[src/rtl/serial_adder_ctrl.sv]
// Bit-serial N-bit adder controller: one full-adder slice (two half adders + OR) walks the operands LSB first.
// Optional subtract support is compiled in with SERIAL_ADDER_SUB_EN.
module serial_adder_ctrl #(
    parameter int unsigned WIDTH = 8
) (
    input  logic             clk,
    input  logic             rst,
    input  logic             start,
    input  logic [WIDTH-1:0] a,
    input  logic [WIDTH-1:0] b,
`ifdef SERIAL_ADDER_SUB_EN
    input  logic             sub,
`endif
    output logic             busy,
    output logic             done,
    output logic [WIDTH-1:0] sum,
    output logic             cout
);

    localparam int unsigned CW = (WIDTH > 1) ? $clog2(WIDTH) : 1;

    typedef enum logic [1:0] {
        S_IDLE = 2'd0,
        S_RUN  = 2'd1,
        S_DONE = 2'd2
    } state_e;

    state_e           state_q;
    logic [WIDTH-1:0] a_q;
    logic [WIDTH-1:0] b_q;
    logic [WIDTH-2:0] res_q;
    logic             carry_q;
    logic [CW-1:0]    cnt_q;

    // Operand B and carry-in as loaded on the accepting edge
    logic [WIDTH-1:0] b_load_c;
    logic             cin_load_c;
`ifdef SERIAL_ADDER_SUB_EN
    assign b_load_c   = sub ? ~b : b;
    assign cin_load_c = sub;
`else
    assign b_load_c   = b;
    assign cin_load_c = 1'b0;
`endif

    // Shared slice: first half adder on the operand bits, second folds in the carry
    logic ha0_s_c, ha0_c_c, ha1_s_c, ha1_c_c, cnext_c;
    assign ha0_s_c = a_q[0] ^ b_q[0];
    assign ha0_c_c = a_q[0] & b_q[0];
    assign ha1_s_c = ha0_s_c ^ carry_q;
    assign ha1_c_c = ha0_s_c & carry_q;
    assign cnext_c = ha0_c_c | ha1_c_c;

    // Result with the current sum bit shifted in at the MSB
    logic [WIDTH-1:0] res_d;
    logic             last_c;
    assign res_d  = {ha1_s_c, res_q};
    assign last_c = (cnt_q == CW'(WIDTH - 1));

    always_ff @(posedge clk) begin
        if (rst) begin
            state_q <= S_IDLE;
            a_q     <= '0;
            b_q     <= '0;
            res_q   <= '0;
            carry_q <= 1'b0;
            cnt_q   <= '0;
            busy    <= 1'b0;
            done    <= 1'b0;
            sum     <= '0;
            cout    <= 1'b0;
        end else begin
            case (state_q)
                S_IDLE: begin
                    done <= 1'b0;
                    if (start) begin
                        a_q     <= a;
                        b_q     <= b_load_c;
                        carry_q <= cin_load_c;
                        cnt_q   <= '0;
                        state_q <= S_RUN;
                        busy    <= 1'b1;
                    end
                end
                S_RUN: begin
                    a_q     <= a_q >> 1;
                    b_q     <= b_q >> 1;
                    res_q   <= res_d[WIDTH-1:1];
                    carry_q <= cnext_c;
                    cnt_q   <= cnt_q + CW'(1);
                    if (last_c) begin
                        state_q <= S_DONE;
                        done    <= 1'b1;
                        sum     <= res_d;
                        cout    <= cnext_c;
                    end
                end
                S_DONE: begin
                    state_q <= S_IDLE;
                    busy    <= 1'b0;
                    done    <= 1'b0;
                end
                default: begin
                    state_q <= S_IDLE;
                    busy    <= 1'b0;
                    done    <= 1'b0;
                end
            endcase
        end
    end

endmodule

[config.mk]
export PLATFORM = sky130hd
export DESIGN_NAME = serial_adder_ctrl
export DESIGN_NICKNAME = d
export VERILOG_FILES = /design/src/rtl/serial_adder_ctrl.sv
export SDC_FILE = /design/constraint.sdc
export NUM_CORES = 1
export LEC_CHECK = 0
export BUFFER_PORTS_ARGS = -buffer_cell sky130_fd_sc_hd__buf_2
export CAP_MARGIN = 15
export CORE_MARGIN = 5
export CORE_UTILIZATION = 40
export DETAILED_ROUTE_END_ITERATION = 10
export PLACE_DENSITY = 0.68
export RECOVER_POWER = 100
export SETUP_SLACK_MARGIN = 0.1
export SYNTH_ARGS = -nofsm -noshare
export SYNTH_HDL_FRONTEND = slang
export SYNTH_SLANG_ARGS = --single-unit
[constraint.sdc]
create_clock -name clk -period 1.3 [get_ports clk]
set_input_delay 0.195 -clock clk [delete_from_list [all_inputs] [get_ports clk]]
set_output_delay 0.195 -clock clk [all_outputs]
set_load 0.02 [all_outputs]
Yosys cells after proc, flatten, opt, wreduce, memory -nomap -nowiden:

Index checks and enable logic that the tools add are counted.

* register bits: 40
* output and inout port bits: 11
* bits of input ports: 19

* add/sub/neg operators: 1
* multiplexer cells: 13
* bitwise gates (word level): 6
* eq/ne operators: 4
* reduce and logical (&&, ||, !) cells: 7

Operators by type and width (count)
* case mux 8 bit (2 select lines): 2
* 2-to-1 mux 8 bit: 2
* AND reduction 2 bit: 4
* case mux 3 bit (2 select lines): 1
* 2-to-1 mux 2 bit: 2
* inequality test 2 bit (second input constant): 2
* case mux 1 bit (2 select lines): 2
* case mux 2 bit (2 select lines): 1
* adder 3 x 1 -> 3 bit (second input constant): 1
* == test 3 bit (second input constant): 1
* 2-to-1 mux 3 bit: 1
* AND 1 bit: 2
* == test 2 x 1 -> 1 bit (second input constant): 1
* zero test 2 bit: 1
* 2-to-1 mux 1 bit: 2
* nonzero test 2 bit: 1
* OR reduction 2 bit: 1
* XOR 1 bit: 2
* NOT 1 bit: 1
* bitwise OR 1 bit: 1

Depth between registers and ports, before layout:

* word-level depth: 4
* mapped depth: 6

Worst setup path after synthesis:

Ideal clock, no wire load.

* path type: reg2reg
* from: reg cnt_q[0]
* to: reg cout
* required time: 1168 ps
* path slack: 53 ps
* buffers on the path: 1
* data arrival time: 1115 ps
* period minus slack after synthesis: 1247 ps
* stages on the path, launching flop included: 7
* path through: dfxtp_1 > ha_1 > ha_1 > and3b_1 > clkbuf_2 > nand2_1 > a21oi_1

* word-level cells in the longest chain between the ends: 2

Ends and longest elaborated chain
* from (decl): line 33 `logic [CW-1:0] cnt_q;`
* from (signal assigned): line 90 `cnt_q <= cnt_q + CW'(1);`
* == test 3 bit: line 58 `assign last_c = (cnt_q == CW'(WIDTH - 1));`
* AND reduction 2 bit (no source line)
* to (signal assigned): line 95 `cout <= cnext_c;`
* to (decl): line 17 `output logic cout`

No other way between the ends.
A chain may end at the register's enable or synchronous reset.

Final worst setup path:

* from: reg cnt_q[1]
* to: reg sum[2]

* word-level cells in the longest chain between the ends: 2

Ends and longest elaborated chain
* == test 3 bit: line 58
* AND reduction 2 bit (no source line)
* to (signal assigned): line 94 `sum <= res_d;`
* to (decl): line 16 `output logic [WIDTH-1:0] sum,`

No other way between the ends.

==> impl_metrics.py <==
metrics = {
    "critical_path": {
        "endpoint": "sum[2]",
        "cp_data_arrival_time_ns": 1.41,
        "startpoint": "cnt_q[1]",
        "cp-end-kind": "register",
        "path_max_fanout": 6,
        "rrSetupSlack_ns": 0.07,
        "crit_required_ns": 1.48,
        "rr_startpoint": "cnt_q[1]",
        "path_class": "reg -> reg",
        "rr_worst_depth": 6,
        "critPathLaunchType": "register",
        "worstReg2RegEnd": "sum[2]",
    },
    "die": {
        "fp-row-count": 23,
        "fp.dieH_microns": 75.3,
        "dieArea_sq_um": 5670,
        "die_w_microns": 75.3,
        "ios": 30,
        "start_util_pct": 42.1,
        "core-area_sq_um": 4060,
    },
    "finish": {
        "synthToLayoutAreaGrowth_pct": 17.7,
        "fillers": 389,
        "fin_nets": 229,
        "insertedDiodeCount": 0,
        "fin_cells": 258,
        "drive_above_1_share_pct": 29.3,
        "utilization_pct": 49.5,
    },
    "grt": {
        "grt.total_usage_pct": 12.4,
        "grt_pass1_vias": 1232,
        "grt_pass1_wl_microns": 5330,
        "grt_antenna_before_repair": 0,
        "gr-total-overflow": 0,
        "grt_max_degree": 41,
    },
    "yosys": {
        "ys_warn_count": 0,
        "ys.flop_type": "dfxtp_1",
        "synth_seq_cells": 40,
        "synthCells": 173,
        "synth_edf_count": 0,
        "synth_area_leader_cell": "dfxtp_1",
        "syn_area_sq_um": 1710,
        "async_flop_share_pct": 0,
        "synth.net_count": 195,
        "synth_cell_type_count": 27,
        "syn_avg_cell_area_sq_um": 9.86,
        "ys_seq_area_share_pct": 46.9,
        "synthTopCellsByArea": "dfxtp_1 (47%), a211oi_2 (10%), mux2i_1 (8.8%), nand2_1 (7.0%), a21oi_1 (5.0%)",
        "synth_top_area_share_pct": 46.9,
    },
    "placement": {
        "place.detailed.instances": 248,
        "hpwl_microns": 2090,
        "gp_congestion": 0.718,
        "port_buffers": 29,
    },
    "routing": {
        "drt_iter0_markers": 101,
        "viasPerCell": 4.94,
        "dr.pass1.iters": 4,
        "detail-route-antenna-nets": 0,
        "wirelength_microns": 3130,
        "wl_per_cell_microns": 12.1,
        "drc_errors": 0,
        "num_vias": 1274,
    },
    "clock_network": {
        "cts_buffers": 5,
        "clockBufferDepth": 2,
        "holdBufCountCts": 0,
        "clk_root_buffer_cell": "clkbuf_8",
        "cts.sinks": 40,
        "clkTransAtPathRegs_ns": 0.07,
        "cts_tree": "built",
        "clk_latency_ns": 0.29,
        "htree_levels": 2,
    },
    "sta": {
        "hold_ws_ns": 0.148,
        "period_share_pct": 94.7,
        "drv_slew": 0,
        "slew_headroom_pct": 74.7,
        "hold_violations": 0,
        "min_period_ns": 1.23,
        "setup_viol": 0,
        "fmax_ghz": 0.812,
        "rsz0062_at_grt": "yes",
        "worst_slew_pin_slew_ns": 0.379,
        "finalClockSkew_ns": 0.00446,
    },
    "power_and_ir_drop": {
        "ir_drop_v": 0.000664,
        "p_per_area_nw_per_um2": 1220,
        "power_leakage_nw": 0.750,
    },
    "flow_run": {
        "maxCapViolCount": 0,
    },
    "hold_path": {
        "hold_depth": 3,
        "hold_class": "in -> reg",
    },
    "run_status": {
        "outcome": "finished clean",
    },
}
-- critical path, stage by stage, from the launching register on --
cell,delay (ns)
dfxtp_2,0.34
ha_4,0.16
ha_4,0.15
and3b_2,0.21
buf_6,0.14
nand2_1,0.06
a21oi_1,0.06
-- area by class of cell --
class	count	area, sq um	area share (%)
clock inverters	2	10.0	0.498
well taps	50	62.6	3.12
flip-flops and latches	40	806	40.1
repair buffers	39	239	11.9
inverters	1	3.75	0.187
clock buffers	6	82.6	4.11
multi-input cells	120	805	40.1
-- power by group --
part	total [mW]	internal (mW)	switching, mW	leakage (nW)
clock	0.837	0.423	0.414	0.0510
sequential	1.32	1.28	0.0396	0.329
combinational	0.289	0.136	0.153	0.371
-- cell usage after synthesis, drive strengths merged (2+ instances only) --
library cell	number
clkbuf	3
buf	9
ha	2
a22oi	5
mux2i	15
dfxtp	40
a211oi	14
nor2	22
nor3	4
a21oi	17
nand2	32
-- cell families after synthesis --
logic type      count (synthesis)  share of synthesized area [%]
simple gates                   64                           16.6
mux                            15                           8.80
buf+inv                        13                           6.23
compound gates                 38                           18.8
fa+ha+maj                       3                           2.64
flops                          40                           46.9
-- metal layers --
layer / wire length [microns] / vias to the layer above / track usage, %
li1: - / 661 / -
met1: 1480 / 585 / 15.2
met2: 1440 / 21 / 19.6
met3: 147 / 7 / 3.69
met4: 63 / 0 / 6.41
met5: 0 / - / 0
-- stage by stage --
step | setup WS [ns] | TNS [ns] | total power [mW] | instance area (sq um)
after floorplan | 0.113 | 0 | 1.60 | 1720
after global placement | 0.0740 | 0 | 1.65 | 1900
after detailed placement | -0.00279 | -0.00324 | 1.66 | 1900
after CTS | 0.0819 | 0 | 2.50 | 2030
after global routing | 0.0249 | 0 | 2.57 | 2010
final | 0.0690 | 0 | 2.45 | 2010
-- state kept, by name, summed over array words and instances (netlist names) --
name,cells
a_q,8
b_q,8
busy,1
carry_q,1
cnt_q,3
cout,1
done,1
res_q,7
state_q,2
sum,8
-- how the worst min path moves through the flow --
stage / endpoint / from / slack, ns
detailed placement: a_q[7] / a[7] / 0.45
CTS: a_q[7] / a[7] / 0.14
finish: a_q[7] / a[7] / 0.15
floorplan: a_q[7] / a[7] / 0.34
global placement: a_q[7] / a[7] / 0.44
global route: a_q[7] / a[7] / 0.15
-- timing repair --
item,CTS,global route
gates resized for setup,6,13
pin swaps,0,3
endpoints found under the hold margin,0,0
setup endpoints to repair,13,35
setup buffers,1,1
-- cell usage in the layout (no fill, tap or decap), drive strengths merged, types with 2 or more instances in the layout --
cell type  instances
dfxtp             40
nand2             32
buf               27
nor2              22
clkbuf            18
a21oi             17
mux2i             15
a211oi            14
a22oi              5
nor3               4
ha                 2
clkinv             2
No activity file was read; power rests on OpenSTA's default activity.
